### config.mk
export PLATFORM = sky130hd
export DESIGN_NAME = morse_stream_encoder_flat
export DESIGN_NICKNAME = d
export VERILOG_FILES = /design/src/rtl/morse_stream_encoder_if.sv /design/src/rtl/morse_stream_encoder.sv /design/src/flat_wrapper.sv
export SDC_FILE = /design/constraint.sdc
export NUM_CORES = 1
export LEC_CHECK = 0
export ABC_AREA = 1
export ABC_CLOCK_PERIOD_IN_PS = 4400
export BUFFER_PORTS_ARGS = -buffer_cell sky130_fd_sc_hd__buf_2
export CAP_MARGIN = 15
export CORE_MARGIN = 8
export CORE_UTILIZATION = 35
export DETAILED_ROUTE_END_ITERATION = 7
export PLACE_DENSITY = 0.6
export SYNTH_ARGS = -nofsm -noshare
export SYNTH_HDL_FRONTEND = slang
export SYNTH_SLANG_ARGS = --single-unit
export TNS_END_PERCENT = 100
### constraint.sdc
create_clock -name clk -period 4.4 [get_ports clk]
set_clock_uncertainty 0.05 [all_clocks]
set_input_delay 0.44 -clock clk [delete_from_list [all_inputs] [get_ports clk]]
set_output_delay 0.44 -clock clk [all_outputs]
set_load 0.01 [all_outputs]
### src/rtl/morse_stream_encoder_if.sv
// Character-in / light-out bundle for morse_stream_encoder.
// The master drives codes and abort; the encoder (slave) returns handshake and status.
interface morse_stream_encoder_if;
    logic [5:0] code_in;
    logic       code_valid;
    logic       code_ready;
    logic       abort;
    logic       light;
    logic       busy;
    logic       err;

    modport master (
        output code_in, code_valid, abort,
        input  code_ready, light, busy, err
    );

    modport slave (
        input  code_in, code_valid, abort,
        output code_ready, light, busy, err
    );
endinterface

### src/rtl/morse_stream_encoder.sv
// Streaming Morse encoder: one character per handshake, mark/space/letter-gap timing on one light.
// Digits 0-9 (codes 26-35) are decoded only when MORSE_DIGITS_EN is defined.
module morse_stream_encoder #(
    parameter int unsigned UNIT_CYCLES = 25000000,
    parameter int unsigned DASH_UNITS  = 3,
    parameter int unsigned GAP_UNITS   = 3,
    parameter int unsigned TIMER_W     = 27
) (
    input logic                    clk,
    input logic                    resetn,
    morse_stream_encoder_if.slave  bus
);

    typedef enum logic [1:0] {StIdle, StMark, StSpace, StLgap} state_e;

    localparam logic [TIMER_W-1:0] DotLast  = TIMER_W'(UNIT_CYCLES - 1);
    localparam logic [TIMER_W-1:0] DashLast = TIMER_W'(DASH_UNITS * UNIT_CYCLES - 1);
    localparam logic [TIMER_W-1:0] GapLast  = TIMER_W'(GAP_UNITS * UNIT_CYCLES - 1);

    // Returns {supported, length[2:0], pattern[4:0]}; pattern is LSB-first, 1 = dash.
    function automatic logic [8:0] decode(input logic [5:0] code);
        logic [8:0] dec;
        dec = '0;
        case (code)
            6'd0:  dec = {1'b1, 3'd2, 5'd2};   // A .-
            6'd1:  dec = {1'b1, 3'd4, 5'd1};   // B -...
            6'd2:  dec = {1'b1, 3'd4, 5'd5};   // C -.-.
            6'd3:  dec = {1'b1, 3'd3, 5'd1};   // D -..
            6'd4:  dec = {1'b1, 3'd1, 5'd0};   // E .
            6'd5:  dec = {1'b1, 3'd4, 5'd4};   // F ..-.
            6'd6:  dec = {1'b1, 3'd3, 5'd3};   // G --.
            6'd7:  dec = {1'b1, 3'd4, 5'd0};   // H ....
            6'd8:  dec = {1'b1, 3'd2, 5'd0};   // I ..
            6'd9:  dec = {1'b1, 3'd4, 5'd14};  // J .---
            6'd10: dec = {1'b1, 3'd3, 5'd5};   // K -.-
            6'd11: dec = {1'b1, 3'd4, 5'd2};   // L .-..
            6'd12: dec = {1'b1, 3'd2, 5'd3};   // M --
            6'd13: dec = {1'b1, 3'd2, 5'd1};   // N -.
            6'd14: dec = {1'b1, 3'd3, 5'd7};   // O ---
            6'd15: dec = {1'b1, 3'd4, 5'd6};   // P .--.
            6'd16: dec = {1'b1, 3'd4, 5'd11};  // Q --.-
            6'd17: dec = {1'b1, 3'd3, 5'd2};   // R .-.
            6'd18: dec = {1'b1, 3'd3, 5'd0};   // S ...
            6'd19: dec = {1'b1, 3'd1, 5'd1};   // T -
            6'd20: dec = {1'b1, 3'd3, 5'd4};   // U ..-
            6'd21: dec = {1'b1, 3'd4, 5'd8};   // V ...-
            6'd22: dec = {1'b1, 3'd3, 5'd6};   // W .--
            6'd23: dec = {1'b1, 3'd4, 5'd9};   // X -..-
            6'd24: dec = {1'b1, 3'd4, 5'd13};  // Y -.--
            6'd25: dec = {1'b1, 3'd4, 5'd3};   // Z --..
`ifdef MORSE_DIGITS_EN
            6'd26: dec = {1'b1, 3'd5, 5'd31};  // 0 -----
            6'd27: dec = {1'b1, 3'd5, 5'd30};  // 1 .----
            6'd28: dec = {1'b1, 3'd5, 5'd28};  // 2 ..---
            6'd29: dec = {1'b1, 3'd5, 5'd24};  // 3 ...--
            6'd30: dec = {1'b1, 3'd5, 5'd16};  // 4 ....-
            6'd31: dec = {1'b1, 3'd5, 5'd0};   // 5 .....
            6'd32: dec = {1'b1, 3'd5, 5'd1};   // 6 -....
            6'd33: dec = {1'b1, 3'd5, 5'd3};   // 7 --...
            6'd34: dec = {1'b1, 3'd5, 5'd7};   // 8 ---..
            6'd35: dec = {1'b1, 3'd5, 5'd15};  // 9 ----.
`else
`endif
            default: dec = '0;
        endcase
        return dec;
    endfunction

    state_e             state_q, state_d;
    logic [TIMER_W-1:0] timer_q, timer_d;
    logic [4:0]         pat_q, pat_d;
    logic [2:0]         len_q, len_d;
    logic [2:0]         sym_q, sym_d;
    logic               err_q, err_d;
    logic [8:0]         dec;
    logic [TIMER_W-1:0] mark_last;

    assign dec       = decode(bus.code_in);
    assign mark_last = pat_q[0] ? DashLast : DotLast;

    always_comb begin
        state_d = state_q;
        timer_d = timer_q + TIMER_W'(1);
        pat_d   = pat_q;
        len_d   = len_q;
        sym_d   = sym_q;
        err_d   = 1'b0;
        case (state_q)
            StIdle: begin
                timer_d = '0;
                // abort is ignored here, so an accept in the same cycle still wins
                if (bus.code_valid) begin
                    if (dec[8]) begin
                        pat_d   = dec[4:0];
                        len_d   = dec[7:5];
                        sym_d   = '0;
                        state_d = StMark;
                    end else begin
                        err_d = 1'b1;
                    end
                end
            end
            StMark: begin
                if (bus.abort) begin
                    state_d = StLgap;
                    timer_d = '0;
                end else if (timer_q == mark_last) begin
                    timer_d = '0;
                    if (sym_q == len_q - 3'd1) begin
                        state_d = StLgap;
                    end else begin
                        state_d = StSpace;
                        pat_d   = pat_q >> 1;
                    end
                end
            end
            StSpace: begin
                if (bus.abort) begin
                    state_d = StLgap;
                    timer_d = '0;
                end else if (timer_q == DotLast) begin
                    state_d = StMark;
                    timer_d = '0;
                    sym_d   = sym_q + 3'd1;
                end
            end
            StLgap: begin
                if (timer_q == GapLast) begin
                    state_d = StIdle;
                    timer_d = '0;
                end
            end
            default: begin
                state_d = StIdle;
                timer_d = '0;
            end
        endcase
    end

    always_ff @(posedge clk) begin
        if (!resetn) begin
            state_q <= StIdle;
            timer_q <= '0;
            pat_q   <= '0;
            len_q   <= '0;
            sym_q   <= '0;
            err_q   <= 1'b0;
        end else begin
            state_q <= state_d;
            timer_q <= timer_d;
            pat_q   <= pat_d;
            len_q   <= len_d;
            sym_q   <= sym_d;
            err_q   <= err_d;
        end
    end

    assign bus.light      = (state_q == StMark);
    assign bus.busy       = (state_q != StIdle);
    assign bus.code_ready = (state_q == StIdle);
    assign bus.err        = err_q;

endmodule
### src/flat_wrapper.sv
// flat-port wrapper written by rule: the top's interface ports become plain ports
module morse_stream_encoder_flat 
#(
    parameter int unsigned UNIT_CYCLES = 25000000,
    parameter int unsigned DASH_UNITS  = 3,
    parameter int unsigned GAP_UNITS   = 3,
    parameter int unsigned TIMER_W     = 27
)
  (clk, resetn, bus_code_in, bus_code_valid, bus_abort, bus_code_ready, bus_light, bus_busy, bus_err);
  morse_stream_encoder_if bus_i ();
  input logic clk;
  input logic resetn;
  input wire logic [$bits(bus_i.code_in)-1:0] bus_code_in;
  input wire logic [$bits(bus_i.code_valid)-1:0] bus_code_valid;
  input wire logic [$bits(bus_i.abort)-1:0] bus_abort;
  output wire logic [$bits(bus_i.code_ready)-1:0] bus_code_ready;
  output wire logic [$bits(bus_i.light)-1:0] bus_light;
  output wire logic [$bits(bus_i.busy)-1:0] bus_busy;
  output wire logic [$bits(bus_i.err)-1:0] bus_err;
  assign bus_i.code_in = bus_code_in;
  assign bus_i.code_valid = bus_code_valid;
  assign bus_i.abort = bus_abort;
  assign bus_code_ready = bus_i.code_ready;
  assign bus_light = bus_i.light;
  assign bus_busy = bus_i.busy;
  assign bus_err = bus_i.err;
  morse_stream_encoder #(.UNIT_CYCLES(UNIT_CYCLES), .DASH_UNITS(DASH_UNITS), .GAP_UNITS(GAP_UNITS), .TIMER_W(TIMER_W)) u_core (.clk(clk), .resetn(resetn), .bus(bus_i));
endmodule
==> flow_summary.toml, run 1 <==
[run_status]
status = "finished, final reports clean"

[global_routing]
track_usage = 0.1163
grt_pass1_wl_mm = 10.85
grt-ovfl-total = 0
grt_max_degree = 28
grt_pass1_vias = 2458
antenna_found_initial = 0

[clock_network]
htree_levels = 2
root_buffer = "clkbuf_8"
clk_pin_slew_ns = 0.07
ctsResizeCount = 0
cts_buffers = 5
cts_sinks = 40
clock_insertion_delay_worst_skew_ns = 0.29
cts_hold_buf = 0
postCtsSetupBuffers = 0
clockBufferDepth = 2
cts_tree = "built"

[synthesis]
synth_cells = 431
syn_area_per_cell_sq_um = 6.329
yosysTopAreaCell = "dfxtp_1"
synth.lib_cells_used.distinct = 29
async_flop_share = 0
synthesis.nets = 450
yosys_warnings = 0
synth_top_area_frac = 0.2936
ys_seq_area_frac = 0.2936
ys_ff_latch = 40
ys_top_cells_by_area = "dfxtp_1, nand2_1, nor2_1, inv_1, nand3_1"
synth_edf_count = 0
synth_flop_cell = "dfxtp_1"
synthesis.area_sq_mm = 0.002728

[worst_setup_path]
cpLargestDelayFamily = "simple AND/OR/NAND/NOR gates"
worstSetupEndpoint = "u_core.timer_q[22]"
critPathLaunchType = "register"
r2r-end = "u_core.timer_q[22]"
worst-setup-path-type = "reg2reg"
worstSetupPathDepth = 10
end_kind = "register"
r2r_start = "u_core.timer_q[0]"
crit_path_max_incr_delay_ns = 0.37
crit_buf_inv = 0
r2r_cells = 10
critical_path_arrival_ns = 2.09
cp_max_fo = 27
r2r_slack_ns = 2.43
cp-startpoint = "u_core.timer_q[0]"
required_ns = 4.52
slowest_stage = "dfxtp_1"
crit_chain = "ha_1 > nand3_2 > nor2_2 > nand2_1 > nor2_1 > nand3_1 > nand2_2 > nand2_4 > nand2_4 > nor2_1"

[timing]
maxSlewViolCount = 0
fmax_mhz = 506.7
fin_crit_ns = 1.974
finalSetupTns_ns = 0
relSlewSlack = 0.7389
setup_ws_ns = 2.426
tightest_slew_ns = 0.3886
finalSetupViolCount = 0
layout_worst_path_cycle_share = 0.4486
final_hold_viol_count = 0
rsz0062_at_grt = "no"

[pwr]
power_leakage_nw = 1.183
swShare = 0.2722
power_density_mw_per_mm2 = 246.3
switchingPower_w = 0.0001989
pwr-share-seq = 0.513
p_int_w = 0.0005319
ir_worst_vdd_v = 0.00008949
combPwrFrac = 0.142
clkPwrFrac = 0.346

[floorplanning]
core_region_area_sq_mm = 0.007647
row_count = 32
initial_core_util = 0.3567
dieArea_sq_mm = 0.01087
die_h_microns = 104.3
io_pins = 14
die_w_microns = 104.3

[cells_and_area]
layout_common_cells = "nand2_1, nor2_1, inv_1"
finalInstanceArea_sq_mm = 0.002967
fin_cells = 548
area_growth_pct = 8.762
drive_gt1_frac = 0.1054
utilization = 0.3879
nets = 464
insertedDiodeCount = 0
layout_commonest_cell = "nand2_1"

[place]
hpwl_mm = 4.690
dp_cells = 540
globalplace.congestion = 0.9280
dp_slack_ns = 2.396
io_buffers = 13
place_area_sq_mm = 0.002877

[drt]
postRouteAntennaNets = 0
via_count = 2538
post_drt_wl_per_cell_microns = 10.85
drtIter0Drc = 100
drtPass1Iterations = 4
wirelength_mm = 5.944
drc = 0
via_per_inst = 4.631

[hold_path]
hp-class = "reg2reg"

[job]
drv_cap = 0
## sequential cells by signal (all words and copies together) (netlist names)
register and cells:
u_core.len_q 3, u_core.sym_q 3, u_core.state_q 2, u_core.timer_q 27
u_core.bus.err 1, u_core.pat_q 4
## routing by layer
layer	wire length, microns	global-route usage	vias to the layer above
met5	0	0	-
met4	102	0.04550	0
met3	137	0.01983	8
met2	2750	0.1976	30
met1	2953	0.1418	1126
li1	-	-	1374
## synthesized netlist by cell type, types with 2 or more instances
| cell | count |
|---|---|
| a21oi_1 | 15 |
| buf_2 | 2 |
| dfxtp_1 | 40 |
| ha_1 | 9 |
| inv_1 | 57 |
| inv_2 | 3 |
| nand2_1 | 98 |
| nand2_4 | 3 |
| nand3_1 | 34 |
| nand3_2 | 2 |
| nand3b_1 | 2 |
| nand4_1 | 10 |
| nor2_1 | 79 |
| nor2_2 | 16 |
| nor2_4 | 2 |
| nor3_1 | 8 |
| o211ai_1 | 2 |
| o21ai_0 | 16 |
| xnor2_1 | 8 |
| xor2_1 | 16 |
## through the flow
| stage | hold slack (ns) | power (W) |
|---|---|---|
| floorplan | 0.3772 | 0.0004614 |
| global placement | 0.3904 | 0.0004860 |
| detailed placement | 0.3959 | 0.0004867 |
| CTS | 0.4120 | 0.0007382 |
| global route | 0.4232 | 0.0007667 |
| finish | 0.4064 | 0.0007308 |
## power groups by stage
stage	clock, W	sequential (W)	combinational, W
6_report	0.000252	0.000375	0.000103
5_1_grt	0.000271	0.000376	0.000119
4_1_cts	0.000260	0.000375	0.000104
3_5_place_dp	0	0.000383	0.000104
3_3_place_gp	0	0.000383	0.000103
2_1_floorplan	0	0.000382	0.0000793
## cell families after synthesis
logic type,Yosys count,synth area share
adder cells (fa/ha/maj),9,0.04129
XOR/XNOR,24,0.07706
AND/OR/NAND/NOR,255,0.4161
flip-flops,40,0.2936
AO/OA/AOI/OAI,36,0.07202
buffers and inverters,67,0.1000
## worst reg2reg max path, cell delays in order, from the launching register on
cell and delay (ns):
dfxtp_1 0.37, ha_1 0.24, nand3_2 0.16, nor2_2 0.18, nand2_1 0.07, nor2_1 0.10
nand3_1 0.12, nand2_2 0.12, nand2_4 0.07, nand2_4 0.28, nor2_1 0.10
## cell type report
type	count	area, sq um
Sequential cell	40	800.8
Inverter	61	229.0
Clock buffer	8	90.09
Tap cell	102	127.6
Fill cell	823	4681
Multi-Input combinational cell	324	1654
Timing Repair Buffer	13	65.06
## how the worst min path moves through the flow
stage                            startpoint                 to  cells past startpoint
after floorplan           u_core.timer_q[0]  u_core.timer_q[0]                      1
after detailed placement  u_core.timer_q[0]  u_core.timer_q[0]                      1
after global routing      u_core.timer_q[0]  u_core.timer_q[0]                      1
after CTS                 u_core.timer_q[0]  u_core.timer_q[0]                      1
after global placement    u_core.timer_q[0]  u_core.timer_q[0]                      1
final                     u_core.timer_q[0]  u_core.timer_q[0]                      1
No activity file was read; power rests on OpenSTA's default activity.
==> run 2: changes to the inputs <==
--- a/config.mk
+++ b/config.mk
@@ -5,14 +5,14 @@
 export SDC_FILE = /design/constraint.sdc
 export NUM_CORES = 1
 export LEC_CHECK = 0
-export ABC_AREA = 1
-export ABC_CLOCK_PERIOD_IN_PS = 4400
+export ABC_AREA = 0
+export ABC_CLOCK_PERIOD_IN_PS = 1650
 export BUFFER_PORTS_ARGS = -buffer_cell sky130_fd_sc_hd__buf_2
 export CAP_MARGIN = 15
 export CORE_MARGIN = 8
 export CORE_UTILIZATION = 35
 export DETAILED_ROUTE_END_ITERATION = 7
-export PLACE_DENSITY = 0.6
+export PLACE_DENSITY = 0.63
 export SYNTH_ARGS = -nofsm -noshare
 export SYNTH_HDL_FRONTEND = slang
 export SYNTH_SLANG_ARGS = --single-unit
==> constraint.sdc (replaced) <==
create_clock -name clk -period 1.65 [get_ports clk]
set_clock_uncertainty 0.05 [all_clocks]
set_input_delay 0.165 -clock clk [delete_from_list [all_inputs] [get_ports clk]]
set_output_delay 0.165 -clock clk [all_outputs]
set_load 0.01 [all_outputs]
==> run 2 against run 1 <==
- the run now ends with negative setup slack left
- critical endpoint is now u_core.state_q[0]
- synthesized area is 12% lower
- critical path type unchanged
- combinational power grew to 3.2 times the previous value
- largest power group unchanged
- synthesized cell count down 33%
- critical path depth is 5 lower
- sequential share of layout area shrank 2.5 points
- sequential power grew to 2.7 times the previous value
- cell count fell by 18%
- highest routed layer unchanged
- register-to-register slack got worse by 2.9 ns
- non-clock buffer count up 72
- total power rose to 3.0 times the previous value
- worst hold slack got worse by 0.31 ns
- utilization up 10 points
==> flow_summary.toml, run 2 <==
[timing]
relSlewSlack = 0.7568
whs_ns = 0.1013
rsz0062_at_grt = "yes"
final_hold_viol_count = 0
fmax_mhz = 466.3
layout_worst_path_cycle_share = 1.300
fin_crit_ns = 2.144
tightest_slew_ns = 0.3600
finalSetupTns_ns = -13.23
maxSlewViolCount = 0
setup_ws_ns = -0.4945
finalSetupViolCount = 36

[clock_network]
cts_tree = "built"
cts_sinks = 40
clockBufferDepth = 2
root_buffer = "clkbuf_8"
cts_buffers = 5
clk_pin_slew_ns = 0.09
clock_insertion_delay_worst_skew_ns = 0.30
htree_levels = 2
cts_hold_buf = 0

[pwr]
ir_worst_vdd_v = 0.0003374
power.total_w = 0.002168
power_density_mw_per_mm2 = 657.8
combPwrFrac = 0.154
p_int_w = 0.001604
pwr-share-seq = 0.462
switchingPower_w = 0.0005644
clkPwrFrac = 0.384
swShare = 0.2603
power_leakage_nw = 1.313

[synthesis]
synth_fa_ha_area_frac = 0.04697
ys_seq_area_frac = 0.3340
yosysTopAreaCell = "dfxtp_1"
yosys_warnings = 0
synth_compound_area_frac = 0.1305
synth_common_cells = "nor2_1, dfxtp_1, nand2_1, xor2_1, nand3_1"
synthesis.nets = 309
synth.lib_cells_used.distinct = 50
synth_top_family_by_area = "simple AND/OR/NAND/NOR gates"
async_flop_share = 0
synth_simple_gate_area_frac = 0.2980
synth_flop_cell = "dfxtp_1"
synth_xor_xnor_area_share = 0.1159
synthMuxAreaShare = 0.03549
ys_top_cells_by_area = "dfxtp_1, nor2_1, xor2_1, ha_1, nand2_1"
synthesis.area_sq_mm = 0.002397
synth_top_area_frac = 0.3340
synth_cells = 290
ys_ff_latch = 40
syn_area_per_cell_sq_um = 8.267
synth.most_common_cell = "nor2_1"
synth_edf_count = 0

[worst_setup_path]
r2r_cells = 5
r2r-end = "u_core.state_q[0]"
r2r_slack_ns = -0.49
cp_max_fo = 3
r2r_start = "u_core.timer_q[8]"
required_ns = 1.79
worstSetupEndpoint = "u_core.state_q[0]"
cp-startpoint = "u_core.timer_q[8]"
end_kind = "register"
critPathLaunchType = "register"
worst-setup-path-type = "reg2reg"
critical_path_arrival_ns = 2.29

[global_routing]
grt-ovfl-total = 0
grt_max_degree = 17
grt_pass1_wl_mm = 10.49
track_usage = 0.1310
grt_pass1_vias = 2343
antenna_found_initial = 0

[cells_and_area]
layout_common_cells = "buf_4, nor2_1, dfxtp_1"
fin_cells = 448
reg.largest.list = "u_core.timer_q (27), u_core.pat_q (4)"
layout_commonest_cell = "buf_4"
nets = 386
regMostFlops = "u_core.timer_q"
drive_gt1_frac = 0.3261
insertedDiodeCount = 0
area_growth_pct = 37.47
largest_reg_flops = 27

[place]
hpwl_mm = 4.429
globalplace.congestion = 0.8432
io_buffers = 13
dp_cells = 437

[floorplanning]
row_count = 30
dieArea_sq_mm = 0.009754
core_region_area_sq_mm = 0.006719
initial_core_util = 0.3568
io_pins = 14
die_w_microns = 98.76
die_h_microns = 98.76

[drt]
drtIter0Drc = 81
via_count = 2285
drc = 0
drtPass1Iterations = 6
wirelength_mm = 6.020
via_per_inst = 5.100
postRouteAntennaNets = 0
post_drt_wl_per_cell_microns = 13.44

[run_status]
status = "finished, violations left"
violations = "negative setup slack"

[job]
drv_cap = 0

[hold_path]
hp-class = "in2reg"
[run 2: through the flow]
step           setup slack [ns]  utilization  cell area, sq um
2_1_floorplan           -0.4022            -              2400
3_3_place_gp            -0.4232       0.4529              3043
3_5_place_dp            -0.4602       0.4529              3043
4_1_cts                 -0.4704       0.4840              3252
5_1_grt                 -0.5399       0.4905              3296
6_report                -0.4945       0.4905              3296
[run 2: area by class of cell]
cell class                      count  area, sq um
Tap cell                           80        100.1
Clock buffer                        5        68.82
Sequential cell                    40        805.8
Clock inverter                      3        47.55
Fill cell                         646         3423
Multi-Input combinational cell    227         1602
Timing Repair Buffer               85        641.9
Inverter                            8        30.03
[run 2: worst min-delay path by stage]
stage	from	to	slack, ns	depth (start not counted)
2_1_floorplan	bus_code_valid	u_core.bus.err	0.24	2
3_3_place_gp	bus_code_valid	u_core.bus.err	0.41	3
3_5_place_dp	bus_code_valid	u_core.bus.err	0.41	3
4_1_cts	bus_code_valid	u_core.bus.err	0.09	3
5_1_grt	bus_code_valid	u_core.bus.err	0.11	3
6_report	bus_code_valid	u_core.bus.err	0.10	3
[run 2: power groups by stage]
stage	clock network, W	registers [W]	logic (W)
finish	0.000833	0.00100	0.000334
floorplan	0	0.00101	0.000199
detailed placement	0	0.00102	0.000323
global placement	0	0.00102	0.000318
global route	0.000900	0.00101	0.000373
CTS	0.000854	0.00100	0.000335
[run 2: repair_timing]
action	CTS	global route
pin swaps	11	8
setup endpoints to repair	35	38
buffers inserted	3	1
cloned	0	0
resized for setup	19	6
[run 2: cell families after synthesis]
group	count (synthesis)
adder cells (fa/ha/maj)	9
flip-flops	40
multiplexers	6
AO/OA/AOI/OAI	45
buffers and inverters	23
AND/OR/NAND/NOR	137
XOR/XNOR	30
[run 2: critical path, stage by stage, from the launching register on]
cell	delay (ns)
dfxtp_2	0.33
nand4bb_4	0.22
or4_4	0.49
or4b_4	0.54
and2_4	0.17
o221a_1	0.23
[run 2: per-layer routing]
metal / GRT usage / part of all wire / vias to the layer above
li1: - / - / 1173
met1: 0.1495 / 0.46 / 1067
met2: 0.2261 / 0.49 / 31
met3: 0.02889 / 0.023 / 14
met4: 0.06139 / 0.025 / 0
met5: 0 / 0 / -
==> run 3: changes to the inputs <==
--- a/config.mk
+++ b/config.mk
@@ -13,6 +13,7 @@
 export CORE_UTILIZATION = 35
 export DETAILED_ROUTE_END_ITERATION = 7
 export PLACE_DENSITY = 0.63
+export REMOVE_ABC_BUFFERS = 1
 export SYNTH_ARGS = -nofsm -noshare
 export SYNTH_HDL_FRONTEND = slang
 export SYNTH_SLANG_ARGS = --single-unit
==> run 3 against run 2 <==
- the flow still finishes with violations (negative setup slack)
- clock-buffer cell count stayed put
- maximum frequency is 0.37% lower
- wire length is 6.8% lower
- utilization decreased by 0.76 points
- largest cell class unchanged
- cell area decreased by 1.6%
- total power grew 0.75%
- largest power group unchanged
- global-route usage down 1.0 points
- highest routed layer is now met5
==> flow_summary.toml, run 3 (synthesized netlist as in run 2, its figures left out) <==
[cells_and_area]
area_growth_pct = 35.33
regMostFlops = "u_core.timer_q"
nets = 393
layout_commonest_cell = "buf_4"
fill_cells = 652
regArea_sq_um = 802.0
largest_reg_flops = 27
drive_gt1_frac = 0.3013
layout_common_cells = "buf_4, nor2_1, dfxtp_1"
multi_input_area_sq_mm = 0.001523
insertedDiodeCount = 0
reg.largest.list = "u_core.timer_q (27), u_core.pat_q (4)"
finalInstanceArea_sq_mm = 0.003244

[hold_path]
hold_path.startpoint = "bus_code_valid"
min_to = "u_core.bus.err"
hp-class = "in2reg"
hold_depth = 3

[clock_network]
clk_pin_slew_ns = 0.09
cts_sinks = 40
root_buffer = "clkbuf_8"
clock_insertion_delay_worst_skew_ns = 0.30
cts_hold_buf = 0
htree_levels = 2
cts_tree = "built"
clockBufferDepth = 2
cts_buffers = 5
postCtsSetupBuffers = 0

[drt]
drc = 0
drtIter0Drc = 148
via_per_inst = 4.897
wirelength_mm = 5.613
postRouteAntennaNets = 0
via_count = 2228
drtPass1Iterations = 4
post_drt_wl_per_cell_microns = 12.34

[place]
place_area_sq_mm = 0.003104
globalplace.congestion = 0.8022
io_buffers = 13
hpwl_mm = 4.405

[timing]
fmax_mhz = 464.6
finalSetupTns_ns = -13.53
final_hold_viol_count = 0
setup_ws_ns = -0.5025
fin_crit_ns = 2.153
rsz0062_at_grt = "yes"
relSlewSlack = 0.7735
finalSetupViolCount = 36
tightest_slew_ns = 0.3366
maxSlewViolCount = 0
layout_worst_path_cycle_share = 1.305

[worst_setup_path]
critPathLaunchType = "register"
crit_buf_inv = 0
critical_path_arrival_ns = 2.29
cp_max_fo = 3
r2r_start = "u_core.timer_q[8]"
r2r-end = "u_core.state_q[0]"
worst-setup-path-type = "reg2reg"
r2r_slack_ns = -0.50
crit_path_max_incr_delay_ns = 0.54
crit_chain = "nand4bb_4 > or4_4 > or4b_4 > and2_4 > o221a_1"
required_ns = 1.79
r2r_cells = 5
slowest_stage = "or4b_4"
end_kind = "register"
cpLargestDelayFamily = "simple AND/OR/NAND/NOR gates"

[global_routing]
grt-ovfl-total = 0
antenna_found_initial = 1
grt_max_degree = 21
track_usage = 0.1208
grt_pass1_vias = 2166
grt_pass1_wl_mm = 9.729

[floorplanning]
dieArea_sq_mm = 0.009754
row_count = 30
initial_core_util = 0.3568
io_pins = 14
die_w_microns = 98.76
core_region_area_sq_mm = 0.006719
die_h_microns = 98.76

[pwr]
ir_worst_vdd_v = 0.0002997
power_density_mw_per_mm2 = 673.3
power_leakage_nw = 1.328

[job]
drv_cap = 0

[run_status]
violations = "negative setup slack"
status = "finished, violations left"
==> run 3: tightest hold or removal path: cells and delay by family <==
kind / cells / cell delay, ns
buffers and inverters: 1 / 0.12
and+or+nand+nor: 2 / 0.09
==> run 3: power by group <==
part           total, W  switching, W  internal, W
clock          0.000841      0.000385     0.000456
combinational  0.000343      0.000165     0.000178
sequential      0.00100     0.0000180     0.000982
==> run 3: layout make-up <==
type	instances	area share
multi-input cells	227	0.4693
flip-flops and latches	40	0.2472
inverters	8	0.009256
clock buffers	5	0.02121
well taps	80	0.03085
repair buffers	92	0.2079
clock inverters	3	0.01427
==> run 3: through the flow <==
step | setup WS, ns | std cells | utilization | hold slack, ns | total power (W)
after floorplan | -0.4262 | 275 | - | 0.2326 | 0.001185
after global placement | -0.4683 | 447 | 0.4620 | 0.3994 | 0.001360
after detailed placement | -0.4968 | 447 | 0.4620 | 0.3888 | 0.001367
after CTS | -0.5039 | 455 | 0.4797 | 0.07368 | 0.002195
after global routing | -0.5504 | 455 | 0.4829 | 0.08634 | 0.002275
final | -0.5025 | 455 | 0.4829 | 0.07847 | 0.002184
==> run 3: worst max path at each step <==
| stage | startpoint | to | slack [ns] | depth (start not counted) |
|---|---|---|---|---|
| 6_report | u_core.timer_q[8] | u_core.state_q[0] | -0.50 | 5 |
| 5_1_grt | u_core.timer_q[8] | u_core.state_q[0] | -0.55 | 5 |
| 4_1_cts | u_core.timer_q[25] | u_core.state_q[0] | -0.50 | 5 |
| 3_5_place_dp | u_core.timer_q[25] | u_core.state_q[0] | -0.50 | 5 |
| 3_3_place_gp | u_core.timer_q[25] | u_core.state_q[0] | -0.47 | 5 |
| 2_1_floorplan | u_core.timer_q[25] | u_core.state_q[0] | -0.43 | 5 |
==> run 3: per-layer routing <==
metal / part of all wire / global-route usage
met4: 0.012 / 0.03660
met5: 0.0021 / 0
met1: 0.50 / 0.1482
met3: 0.032 / 0.03453
met2: 0.46 / 0.1985
==> run 3: timing repair <==
item,CTS,global route
cloned,0,0
setup endpoints to repair,36,39
gates resized for setup,1,3
pin swaps,0,5
